File: config.mk
export PLATFORM = sky130hd
export DESIGN_NAME = carry_save_adder_flat
export DESIGN_NICKNAME = d
export VERILOG_FILES = /design/src/rtl/carry_save_adder_if.sv /design/src/rtl/carry_save_adder.sv /design/src/flat_wrapper.sv
export SDC_FILE = /design/constraint.sdc
export NUM_CORES = 1
export LEC_CHECK = 0
export BUFFER_PORTS_ARGS = -buffer_cell sky130_fd_sc_hd__clkbuf_2
export CORE_MARGIN = 3
export CORE_UTILIZATION = 45
export DETAILED_ROUTE_END_ITERATION = 8
export PLACE_DENSITY_LB_ADDON = 0.08
export RECOVER_POWER = 50
export SLEW_MARGIN = 0
export SYNTH_ARGS = -nofsm -noshare
export SYNTH_HDL_FRONTEND = slang
export SYNTH_SLANG_ARGS = --single-unit
File: constraint.sdc
create_clock -name clk -period 12.98 [get_ports clk]
set_clock_uncertainty 0.1 [all_clocks]
set_input_delay 1.298 -clock clk [delete_from_list [all_inputs] [get_ports clk]]
set_output_delay 1.298 -clock clk [all_outputs]
set_load 0.01 [all_outputs]
File: src/rtl/carry_save_adder_if.sv
// Operand/result bundle for carry_save_adder: the producer drives operands,
// the adder drives the registered result back.
interface carry_save_adder_if #(
    parameter int WIDTH = 32
);
    logic             in_valid;
    logic [WIDTH-1:0] in1;
    logic [WIDTH-1:0] in2;
    logic [WIDTH:0]   sum;
    logic             out_valid;

    modport master (
        output in_valid, in1, in2,
        input  sum, out_valid
    );

    modport slave (
        input  in_valid, in1, in2,
        output sum, out_valid
    );
endinterface

File: src/rtl/carry_save_adder.sv
// Registered two-operand adder: a 3:2 compressor row followed by a ripple
// carry-propagate stage, result presented as {carry_out, sum} one cycle later.
module carry_save_adder #(
    parameter int WIDTH = 32
) (
    input logic                clk,
    input logic                rst,
    carry_save_adder_if.slave  bus
);
    logic [WIDTH-1:0] w_s;
    logic [WIDTH-1:0] w_c;
    logic [WIDTH:0]   w_a;
    logic [WIDTH:0]   w_b;
    logic [WIDTH:0]   w_res;
    logic [WIDTH:0]   w_carry;
    logic [WIDTH:0]   r_sum;
    logic             r_valid;

    // Third compressor operand is constant zero, so the full adders reduce to XOR/AND.
    assign w_s = bus.in1 ^ bus.in2;
    assign w_c = bus.in1 & bus.in2;

    assign w_a        = {1'b0, w_s};
    assign w_b        = {w_c, 1'b0};
    assign w_carry[0] = 1'b0;

    for (genvar i = 0; i <= WIDTH; i++) begin : g_ripple
        assign w_res[i] = w_a[i] ^ w_b[i] ^ w_carry[i];
        if (i < WIDTH) begin : g_carry
            assign w_carry[i+1] = (w_a[i] & w_b[i]) | (w_a[i] & w_carry[i]) | (w_b[i] & w_carry[i]);
        end
    end

    always_ff @(posedge clk) begin
        if (rst) begin
            r_sum   <= '0;
            r_valid <= 1'b0;
        end else begin
            r_valid <= bus.in_valid;
            if (bus.in_valid) begin
                r_sum <= w_res;
            end
        end
    end

    assign bus.sum       = r_sum;
    assign bus.out_valid = r_valid;
endmodule

File: src/flat_wrapper.sv
// flat-port wrapper written by rule: the top's interface ports become plain ports
module carry_save_adder_flat 
#(
    parameter int WIDTH = 32
)
  (clk, rst, bus_in_valid, bus_in1, bus_in2, bus_sum, bus_out_valid);
  carry_save_adder_if #(.WIDTH(WIDTH)) bus_i ();
  input logic clk;
  input logic rst;
  input wire logic [$bits(bus_i.in_valid)-1:0] bus_in_valid;
  input wire logic [$bits(bus_i.in1)-1:0] bus_in1;
  input wire logic [$bits(bus_i.in2)-1:0] bus_in2;
  output wire logic [$bits(bus_i.sum)-1:0] bus_sum;
  output wire logic [$bits(bus_i.out_valid)-1:0] bus_out_valid;
  assign bus_i.in_valid = bus_in_valid;
  assign bus_i.in1 = bus_in1;
  assign bus_i.in2 = bus_in2;
  assign bus_sum = bus_i.sum;
  assign bus_out_valid = bus_i.out_valid;
  carry_save_adder #(.WIDTH(WIDTH)) u_core (.clk(clk), .rst(rst), .bus(bus_i));
endmodule
==> results of run 1 <==
[worst max-delay path: cells and delay by family]
kind            cells  cell delay [ns]
fa+ha+maj          32            11.04
buf+inv             4             0.24
compound gates      1             0.06
[cells in the mapped netlist]
library cell  count  area, um^2
nor3b_1           1        7.51
nor2_1           32         120
fa_1             30         601
inv_1            61         229
a21o_1            1        7.51
buf_2             1        5.00
ha_1             33         413
buf_4             5        37.5
buf_6             5        56.3
nor2b_1           1        6.26
a211oi_2         29         363
dfxtp_1          34         681
xnor2_1           1        8.76
mux2i_1           3        30.0
[what timing repair did]
action / CTS / global route
setup endpoints to repair: 2 / 2
gates resized for setup: 5 / 7
pin swaps: 0 / 1
hold buffers: 0 / 0
[through the flow]
stage / util (%) / instance area, um^2 / worst slack (ns) / std cells
CTS: 60.0 / 3180 / 0.0291 / 404
floorplan: - / 2590 / 0.0390 / 237
finish: 59.5 / 3160 / 0.328 / 404
global placement: 58.3 / 3090 / -0.344 / 397
detailed placement: 58.3 / 3090 / -0.476 / 397
global route: 59.5 / 3160 / 0.0273 / 404
[worst paths after layout]
check / to / slack (ns)
worst max-delay path: u_core.bus.sum[31]$_SDFFE_PP0P_ / 0.33
worst min-delay path: u_core.bus.sum[3]$_SDFFE_PP0P_ / 0.41
worst max register to register: u_core.bus.sum[32]$_SDFFE_PP0P_ / 12.15
worst min register to register: u_core.bus.sum[3]$_SDFFE_PP0P_ / 0.41
[placed cells by master, fill, tap and decap left out, drive strengths merged]
master,netlist,final
buf,11,1
nor2,32,32
inv,61,61
mux2i,3,3
ha,33,33
clkbuf,0,107
nor2b,1,1
nor3b,1,1
fa,30,30
dfxtp,34,34
a211oi,29,29
a21o,1,1
xnor2,1,1
[cell families (layout without fill, tap and decap cells)]
logic type | count (synthesis) | in the layout | share of synthesized area [%]
flip-flops | 34 | 34 | 26.5
adder cells (fa/ha/maj) | 63 | 63 | 39.5
multiplexers | 3 | 3 | 1.17
buffers and inverters | 72 | 169 | 12.8
AND/OR/NAND/NOR | 34 | 34 | 5.22
AO/OA/AOI/OAI | 30 | 30 | 14.4
XOR/XNOR | 1 | 1 | 0.342
[sequential cells by signal, indices dropped and copies added (netlist names)]
signal and flops:
u_core.bus.out_valid 1, u_core.bus.sum 33
[layer usage]
metal | GRT usage, % | vias to the layer above
li1 | - | 931
met3 | 5.15 | 7
met4 | 6.08 | 0
met1 | 19.3 | 836
met2 | 27.0 | 56
met5 | 0 | -
[cell type report]
type                    instances  share of cell area [%]
clock buffers                   7                    2.42
inverters                      61                    7.26
multi-input cells             131                    51.2
flip-flops and latches         34                    21.6
well taps                      70                    2.78
repair buffers                101                    14.8
[report_power, final]
part	internal [mW]	switching (mW)
sequential	0.116	0.00646
clock	0.0369	0.0354
combinational	0.0498	0.0576
total	0.203	0.0994
==> impl_metrics.py, run 1 <==
metrics = {
    "run_status": {
        "outcome": "finished, final reports clean",
    },
    "finish": {
        "seqCellArea_um2": 681,
        "antenna_cells": 0,
        "drive_gt1_share_pct": 37.4,
        "nets": 464,
        "syn2layout_area_growth_pct": 23.0,
        "fill_cells": 498,
        "multi_input_area_um2": 1620,
    },
    "grt": {
        "grt_pass1_vias": 1952,
        "antenna_found_initial": 0,
        "grt_max_degree": 64,
        "grt.total_usage_pct": 16.1,
        "gr-total-overflow": 0,
        "grt_pass1_wl_um": 8160,
    },
    "cts": {
        "post_cts_buffers": 0,
        "cts_root_buffer": "clkbuf_8",
        "cts.htree.levels": 2,
        "cts_buffers": 5,
        "cts_sinks": 34,
        "cts.path.max_buffers": 2,
        "clk_pin_slew_worst_paths_ns": 0.06,
        "cts_tree": "built",
        "clk_latency_ns": 0.28,
    },
    "timing": {
        "fin_crit_sh_pct": 97.5,
        "tns_ns": 0,
        "final_max_slew_viol_count": 0,
        "setup_viol": 0,
        "tightest_slew_ns": 1.05,
        "finalHoldViolations": 0,
        "max_slew_margin_pct": 30.1,
        "timing.fmax_mhz": 79.0,
        "grt_setup_unrepaired": "no",
        "min_period_ns": 12.65,
        "hold_ws_ns": 0.406,
    },
    "routing": {
        "wirelength_um": 4860,
        "drc": 0,
        "wl_met1_um": 2000,
        "dr.first_iter.drc_count": 69,
        "wl_per_cell_um": 12.0,
        "ant_nets": 0,
        "routed-wl-met2_um": 2400,
        "vias": 1830,
        "met3_length_um": 401,
        "first_pass_iters": 3,
        "vias_per_cell": 4.53,
        "routed.top_layer": "met4",
    },
    "synthesis": {
        "ys_types": 14,
        "syn_nets": 367,
        "ys_seq_area_share_pct": 26.5,
        "syn_avg_cell_area_um2": 10.8,
        "ys_warn_count": 0,
        "syn-instance-count": 237,
        "synth-seq-cells": 34,
        "syn_area_um2": 2560,
    },
    "pwr": {
        "p_total_mw": 0.302,
        "power_density_nw_per_um2": 95.8,
        "leakagePower_nw": 1.47,
        "ir_drop_mv": 0.0428,
    },
    "place": {
        "portBuffers": 100,
        "gp_congestion": 0.716,
        "place_hpwl_um": 3860,
    },
    "floorplanning": {
        "row_count": 26,
        "die_width_um": 81.5,
        "start_util_pct": 48.4,
        "core_um2": 5300,
        "die-area_um2": 6640,
        "die_y_um": 81.5,
        "io-pin-count": 101,
    },
    "worst_hold_path": {
        "min_from": "u_core.bus.sum[3]$_SDFFE_PP0P_",
        "holdPathStages": 2,
        "hp-class": "reg2reg",
    },
    "worst_setup_path": {
        "rr_worst_depth": 2,
        "cpMostUsedCell": "fa_2",
        "max_stage_delay_ns": 0.53,
        "slowest_stage": "fa_2",
        "required_ns": 13.00,
        "r2r_start": "u_core.bus.sum[32]$_SDFFE_PP0P_",
        "crit_arrival_ns": 12.67,
        "critPathKind": "in2reg",
        "path_max_fanout": 1,
        "worstSetupStartpoint": "bus_in2[1]",
        "startpoint_type": "input pin",
        "end_kind": "flop",
    },
    "flow_run": {
        "maxCapViolCount": 0,
    },
}
(Power assumes the default switching activity.)
==> run 2: changes to the inputs <==
--- a/config.mk
+++ b/config.mk
@@ -12,4 +12,5 @@
 export PLACE_DENSITY_LB_ADDON = 0.08
 export RECOVER_POWER = 50
+export REMOVE_ABC_BUFFERS = 1
 export SLEW_MARGIN = 0
 export SYNTH_ARGS = -nofsm -noshare
==> constraint.sdc (replaced) <==
create_clock -name clk -period 12.98 [get_ports clk]
set_clock_uncertainty 0.1 [all_clocks]
set_input_delay 1.947 -clock clk [delete_from_list [all_inputs] [get_ports clk]]
set_output_delay 1.947 -clock clk [all_outputs]
set_load 0.01 [all_outputs]
==> run 2 against run 1 <==
Effect of this change: the flow now finishes with violations (setup timing); combinational power is essentially flat; register-to-register slack barely moved; global-route usage decreased by 0.23 points; worst hold slack got worse by 0.012 ns; critical path depth unchanged; routed wire length is 2.0% lower; sequential power about the same; non-clock buffer count is the same; clock power down 0.7%; cell count unchanged.
==> impl_metrics.py, run 2 (synthesis results as in run 1) <==
metrics = {
    "worst_setup_path": {
        "cpMostUsedCell": "fa_2",
        "crit_arrival_ns": 13.02,
        "worstSetupStartpoint": "bus_in1[1]",
        "timing.rr.end": "u_core.bus.sum[32]$_SDFFE_PP0P_",
        "end_kind": "flop",
        "path_max_fanout": 1,
        "reg2reg_slack_ns": 12.15,
        "startpoint_type": "input pin",
        "r2r_start": "u_core.bus.sum[32]$_SDFFE_PP0P_",
        "critPathKind": "in2reg",
        "critPathCapture": "u_core.bus.sum[31]$_SDFFE_PP0P_",
        "rr_worst_depth": 2,
        "crit_cells": 37,
        "required_ns": 13.00,
        "critPathBufInv": 4,
        "cp_top_family": "adder cells",
        "slowest_stage": "fa_2",
        "max_stage_delay_ns": 0.54,
    },
    "timing": {
        "timing.fmax_mhz": 76.9,
        "setup_ws_ns": -0.0220,
        "max_slew_margin_pct": 29.7,
        "final_max_slew_viol_count": 0,
        "fin_crit_sh_pct": 100,
        "tightest_slew_ns": 1.05,
        "finalHoldViolations": 0,
        "grt_setup_unrepaired": "yes",
        "hold_ws_ns": 0.394,
        "min_period_ns": 13.00,
        "setup_viol": 2,
    },
    "cts": {
        "postCtsHoldBufs": 0,
        "cts.path.max_buffers": 2,
        "clk_latency_ns": 0.27,
        "cts.htree.levels": 2,
        "clk_pin_slew_worst_paths_ns": 0.06,
        "cts_sinks": 34,
        "cts_tree": "built",
        "cts_buffers": 5,
        "cts_root_buffer": "clkbuf_8",
    },
    "grt": {
        "grt_pass1_vias": 2024,
        "met3_usage_pct": 4.82,
        "grt_max_degree": 64,
        "met1_usage_pct": 17.5,
        "grt.total_usage_pct": 15.9,
        "antenna_found_initial": 0,
        "use_met2_pct": 29.2,
        "grt_pass1_wl_um": 8320,
        "top_usage_layer": "met2",
        "gr-total-overflow": 0,
    },
    "floorplanning": {
        "die_width_um": 81.5,
        "io-pin-count": 101,
        "start_util_pct": 48.4,
        "row_count": 26,
        "die-area_um2": 6640,
        "core_um2": 5300,
        "die_y_um": 81.5,
    },
    "routing": {
        "ant_nets": 0,
        "dr.first_iter.drc_count": 35,
        "first_pass_iters": 3,
        "drc": 0,
        "vias": 1844,
        "wirelength_um": 4770,
        "vias_per_cell": 4.56,
        "wl_per_cell_um": 11.8,
    },
    "place": {
        "portBuffers": 100,
        "gp_congestion": 0.723,
        "dp_cells": 397,
        "place_hpwl_um": 3820,
    },
    "finish": {
        "largest_reg_flops": 33,
        "nets": 464,
        "mostFrequentLayoutCells": "clkbuf_2 (65), inv_1 (58), clkbuf_1 (35)",
        "final-instance-count-excl-fill": 404,
        "final_common_cell": "clkbuf_2",
        "syn2layout_area_growth_pct": 25.6,
        "final_util_pct": 60.7,
        "antenna_cells": 0,
        "drive_gt1_share_pct": 41.3,
    },
    "pwr": {
        "ir_drop_mv": 0.0445,
        "p_total_mw": 0.304,
        "leakagePower_nw": 1.47,
        "power_density_nw_per_um2": 94.4,
    },
    "worst_hold_path": {
        "hp-class": "reg2reg",
    },
    "flow_run": {
        "maxCapViolCount": 0,
    },
    "run_status": {
        "outcome": "finished, violations left",
        "violations": "setup timing",
    },
}
==> run 2: cell types whose count changed in the layout (fill, tap and decap cells not counted), moves of 2 or more <==
cell / delta
inv_2: +3
inv_1: -3
ha_4: +2
ha_1: -2
fa_2: +6
fa_1: -6
==> run 2: area by class of cell <==
type | count | area, um^2
well taps | 70 | 87.6
flip-flops and latches | 34 | 681
multi-input cells | 131 | 1660
inverters | 61 | 229
repair buffers | 101 | 483
fillers | 504 | 2080
clock buffers | 7 | 76.3
==> run 2: how the worst min path moves through the flow <==
stage	startpoint	slack [ns]	to	depth (start not counted)
CTS	u_core.bus.sum[0]$_SDFFE_PP0P_	0.40	u_core.bus.sum[0]$_SDFFE_PP0P_	2
detailed placement	u_core.bus.sum[0]$_SDFFE_PP0P_	0.39	u_core.bus.sum[0]$_SDFFE_PP0P_	2
floorplan	u_core.bus.sum[10]$_SDFFE_PP0P_	0.42	u_core.bus.sum[10]$_SDFFE_PP0P_	2
finish	u_core.bus.sum[0]$_SDFFE_PP0P_	0.39	u_core.bus.sum[0]$_SDFFE_PP0P_	2
global placement	u_core.bus.sum[3]$_SDFFE_PP0P_	0.37	u_core.bus.sum[3]$_SDFFE_PP0P_	2
global route	u_core.bus.sum[22]$_SDFFE_PP0P_	0.42	u_core.bus.sum[22]$_SDFFE_PP0P_	2
==> run 2: report_power, final <==
part | switching (mW) | total, mW | internal, mW
logic | 0.0579 | 0.110 | 0.0519
clock network | 0.0349 | 0.0718 | 0.0369
registers | 0.00610 | 0.122 | 0.116
==> run 2: routing by layer <==
metal,up-vias,wire (um)
met5,-,0
met4,0,51
met3,4,424
met2,61,2320
met1,851,1970
li1,928,-
==> run 2: metrics by stage <==
stage	TNS, ns	setup WS [ns]	cell area (um^2)
2_1_floorplan	-3.12	-1.09	2470
3_3_place_gp	-4.96	-1.48	3060
3_5_place_dp	-5.83	-1.63	3060
4_1_cts	-0.0148	-0.0148	3250
5_1_grt	-0.555	-0.282	3220
6_report	-0.0393	-0.0220	3220
==> run 2: tightest hold or removal path: cells and delay by family, from the launching register on <==
family / cells / cell delay [ns]
flops: 1 / 0.32
simple gates: 1 / 0.07
mux: 1 / 0.06
==> run 2: timing repair <==
item,CTS,global route
setup endpoints to repair,5,2
gates resized for setup,37,4
pin swaps,0,1
endpoints found under the hold margin,0,0
setup buffers,0,0
